===== config.mk =====
export PLATFORM = sky130hd
export DESIGN_NAME = mult_controller
export DESIGN_NICKNAME = d
export VERILOG_FILES = /design/src/rtl/mult_pkg.sv /design/src/rtl/mult_controller.sv
export SDC_FILE = /design/constraint.sdc
export NUM_CORES = 1
export LEC_CHECK = 0
export BUFFER_PORTS_ARGS = -buffer_cell sky130_fd_sc_hd__buf_2
export CAP_MARGIN = 20
export CORE_AREA = 2 2 39 41
export CTS_BUF_LIST = sky130_fd_sc_hd__clkbuf_8
export CTS_CLUSTER_SIZE = 14
export DETAILED_ROUTE_END_ITERATION = 10
export DIE_AREA = 0 0 41 43
export PLACE_DENSITY = 0.6
export SLEW_MARGIN = 20
export SYNTH_ARGS = -nofsm -noshare
export SYNTH_HDL_FRONTEND = slang
export SYNTH_SLANG_ARGS = --single-unit

===== constraint.sdc =====
create_clock -name clk -period 1.5 [get_ports clk]
set_input_delay 0.075 -clock clk [delete_from_list [all_inputs] [get_ports clk]]
set_output_delay 0.075 -clock clk [all_outputs]
set_load 0.01 [all_outputs]

===== src/rtl/mult_pkg.sv =====
// Shared types and helpers for the shift-add multiplier sequencer.
package mult_pkg;

  localparam int unsigned MULT_WIDTH = 4;
  localparam int unsigned MULT_CNT_W = $clog2(MULT_WIDTH + 1);

  typedef enum logic [2:0] {
    IDLE,
    LOAD,
    TEST,
    ADD,
    SHIFT,
    DONE
  } mult_state_t;

  typedef struct packed {
    logic load;
    logic cnt_reset;
    logic decrement;
    logic add;
    logic shift;
    logic busy;
    logic done;
  } mult_ctrl_t;

  // Moore output decode: strobes are a pure function of the state.
  function automatic mult_ctrl_t decode_ctrl(input mult_state_t s);
    mult_ctrl_t c;
    c = '0;
    case (s)
      LOAD: begin
        c.load      = 1'b1;
        c.cnt_reset = 1'b1;
        c.busy      = 1'b1;
      end
      TEST: c.busy = 1'b1;
      ADD: begin
        c.add  = 1'b1;
        c.busy = 1'b1;
      end
      SHIFT: begin
        c.shift     = 1'b1;
        c.decrement = 1'b1;
        c.busy      = 1'b1;
      end
      DONE:    c.done = 1'b1;
      default: c = '0;
    endcase
    return c;
  endfunction

endpackage


===== src/rtl/mult_controller.sv =====
// Sequencing FSM for the shift-add multiplier: load, WIDTH test/add/shift
// iterations driven by the external down-counter, then a done/ack handshake.
module mult_controller
  import mult_pkg::mult_state_t, mult_pkg::mult_ctrl_t, mult_pkg::decode_ctrl,
         mult_pkg::MULT_WIDTH;
#(
  parameter int unsigned WIDTH = MULT_WIDTH,
  parameter int unsigned CNT_W = $clog2(WIDTH + 1)
) (
  input  logic             clk,
  input  logic             reset,
  input  logic             start,
  input  logic             abort,
  input  logic             ack,
  input  logic             q0,
  input  logic [CNT_W-1:0] count,
  output logic             LOAD,
  output logic             RESET,
  output logic             DECREMENT,
  output logic             ADD,
  output logic             SHIFT,
  output logic             busy,
  output logic             done
);

  mult_state_t state_q;
  mult_state_t state_next;
  mult_ctrl_t  ctrl_q;

  // State names collide with the strobe ports, so they are package-qualified.
  always_ff @(posedge clk or posedge reset) begin
    if (reset) begin
      state_q <= mult_pkg::IDLE;
      ctrl_q  <= '0;
    end else begin
      state_q <= state_next;
      ctrl_q  <= decode_ctrl(state_next);
    end
  end

  always_comb begin
    state_next = state_q;
    case (state_q)
      mult_pkg::IDLE:  if (start) state_next = mult_pkg::LOAD;
      mult_pkg::LOAD:  state_next = mult_pkg::TEST;
      mult_pkg::TEST:  state_next = q0 ? mult_pkg::ADD : mult_pkg::SHIFT;
      mult_pkg::ADD:   state_next = mult_pkg::SHIFT;
      // count is the pre-decrement value; <=1 also catches a zeroed counter
      mult_pkg::SHIFT: state_next = (count <= CNT_W'(1)) ? mult_pkg::DONE
                                                         : mult_pkg::TEST;
      mult_pkg::DONE:  if (ack) state_next = mult_pkg::IDLE;
      default:         state_next = mult_pkg::IDLE;
    endcase
    if (abort && (state_q inside {mult_pkg::LOAD, mult_pkg::TEST,
                                  mult_pkg::ADD, mult_pkg::SHIFT})) begin
      state_next = mult_pkg::IDLE;
    end
  end

  assign LOAD      = ctrl_q.load;
  assign RESET     = ctrl_q.cnt_reset;
  assign DECREMENT = ctrl_q.decrement;
  assign ADD       = ctrl_q.add;
  assign SHIFT     = ctrl_q.shift;
  assign busy      = ctrl_q.busy;
  assign done      = ctrl_q.done;

endmodule


==> results.md <==
- Port Buffers: 14
- Initial Util: 32.28%
- R2r setup slk: between 0.15 and 0.2 ns
- Reg2reg end: ADD
- Hold Crit Class: in -> reg
- Setup_tns: 0 ns
- Max Slew Vio Count: 0
- Most frequent cells in the layout: buf_2, dfrtp_1, nor2_1, clkbuf_8
- GRT overflow: 0
- Residual DRC: 0
- Mean Syn Cell Area: 11.17 µm²
- Pin count of the biggest net entering global routing: 12
- Worst setup SP type: flop
- WL/cell: 11.78 µm
- Hold-fix buffers, CTS: 1
- Clock transition at the registers of the reported paths: 0.04 ns
- Synth warnings: 0
- DIE AREA: approximately 1800 µm²
- # IOs: 16
- Synth cell types: 22
- Worst VDD drop: 0.0006452 V
- Worst Hold Launch: abort
- CP Class: reg -> reg
- Max-slew headroom: 78.71%
- CP arrival: around 1.5 ns
- Area of the mapped netlist: between 400 and 500 µm²
- Critical path fanouts, max: 10
- Row Count: 14
- Most common cell after layout, fill and taps aside: buf_2
- Outcome: finished clean
- Final wirelength: a little over 800 µm
- Die H: roughly 43 µm
- DR iter-0 viols: 6
- Worst R2R Path Depth: 3
- GRT Overall Usage: 12.07%
- RSZ-0062 raised after global routing: false
- Setup bufs post-CTS: 0
- Hold Crit Endpoint: SHIFT
- 1st-pass router iterations: 4
- Sinks on Clock Net: 8
- Vias per inst: 5.029
- First-pass GRT wire length: 1.386 mm
- Period utilization: 87.45%
- Clock buffer depth: 2
- # setup viols final: 0
- Register area: roughly 200 µm²
- H-Tree Depth: 1
- Core ar.: roughly 1400 µm²
- Net count, final: 64
- Critical Path End Type: flop
- Mapped Cells: 40
- Top-area cell type share of the netlist area: approximately 45%
- Layout cells sized above 1: 47.17%
- Area grow syn2layout: 23.25%
- Fmax: 762.4 MHz
- #FFs+latches synth: 8
- Multi-input logic area: 205.2 µm²
- Fill count: 142
- Syn nets: 49
- Worst skew pair latency: 0.22 ns
- TritonCTS clock tree: done
- Final hold vios: 0
- Clk_skew: 0.0003555 ns
- Number of global-route vias before repair: 329
- Worst-margin pin slew: 0.3169 ns
- Post-cts sizing count: 0
- Leading area contributor after synthesis: dfrtp_1
- Leakage: 0.2623 nW
- Hold Path Stages: 2
- DRT antenna net count: 0
- Max-capacitance violation count: 0
- Pwr dens: 1831 nW/µm²
- Tmin final: around 1.3 ns
- Via Count: 347
- GP Congestion: 0.7096
- Root buffer cell: clkbuf_8
- Post-synthesis sequential area ratio: 44.82%
- Final HPWL DP: 567.7 µm
- Hold slack: 0.05403 ns
- Die width: 41 µm
- Reg2reg start: state_q[1]
- TritonCTS Buffers: 3
- N_diodes: 0
- Crit path required time: 1.64 ns
- Synth area leaders: dfrtp_1, a211oi_2, buf_4
- Initial antenna violation count: 0
## area by class of cell
class / count / share of cell area (%)
clock buffer: 3 / 7.500
inverter: 1 / 0.6818
multi-input combinational: 26 / 37.27
sequential: 8 / 36.36
tap: 16 / 3.636
timing repair buffer: 15 / 14.55
## through the flow
stage                     area (µm²)  worst slack, ns  util [%]  power, mW  std cells
after floorplan                446.7           0.2896         -     0.7016         40
after global placement         499.2           0.2182     36.08     0.7494         65
after detailed placement       499.2           0.2085     36.08     0.7550         65
after CTS                      550.5           0.1918     39.78      1.011         69
after global routing           550.5           0.1271     39.78      1.078         69
final                          550.5           0.1883     39.78      1.008         69
## cells by family after synthesis
group	synth area share (%)
compound gates	20.45
buf+inv	9.242
flops	44.82
mux	2.241
simple gates	23.25
## flip-flops by register name, indices dropped and copies added (netlist names)
| name | flops |
|---|---|
| ADD | 1 |
| RESET | 1 |
| SHIFT | 1 |
| busy | 1 |
| done | 1 |
| state_q | 3 |
## worst max-delay path, cell delays in order, from the launching register on
cell	delay [ns]
dfrtp_1	0.48
mux2i_1	0.16
or3_4	0.35
a211oi_2	0.23
## how the worst max path moves through the flow
stage / startpoint / to / slack, ns / cells past startpoint
floorplan: state_q[2] / ADD / 0.29 / 4
global placement: state_q[1] / ADD / 0.22 / 3
detailed placement: state_q[1] / ADD / 0.21 / 3
CTS: state_q[1] / ADD / 0.19 / 3
global route: state_q[1] / ADD / 0.13 / 3
finish: state_q[1] / ADD / 0.19 / 3
## cells in the mapped netlist (all sizes together)
library cell	number
inv	1
o22a	1
nor4b	1
and2b	2
and4bb	1
nand3b	2
nor3b	1
a21oi	2
dfrtp	8
a211oi	2
or3	1
clkbuf	1
o21ai	1
mux2i	1
o31ai	1
nor2	4
nor3	2
a21boi	1
o21a	2
nand2b	1
buf	4
## routing by layer
| metal | global-route usage [%] | up-vias | wire (µm) |
|---|---|---|---|
| li1 | - | 166 | - |
| met1 | 15.28 | 158 | 353 |
| met2 | 16.25 | 21 | 377 |
| met3 | 3.141 | 2 | 67 |
| met4 | 10.00 | 0 | 15 |
| met5 | 0 | - | 0 |
## power breakdown
part | leakage [nW] | total [mW] | internal [mW] | switching, mW
logic | 0.136 | 0.367 | 0.189 | 0.178
registers | 0.105 | 0.387 | 0.290 | 0.0964
clock network | 0.0216 | 0.254 | 0.174 | 0.0807
total | 0.262 | 1.01 | 0.653 | 0.355
(Power assumes the default switching activity.)
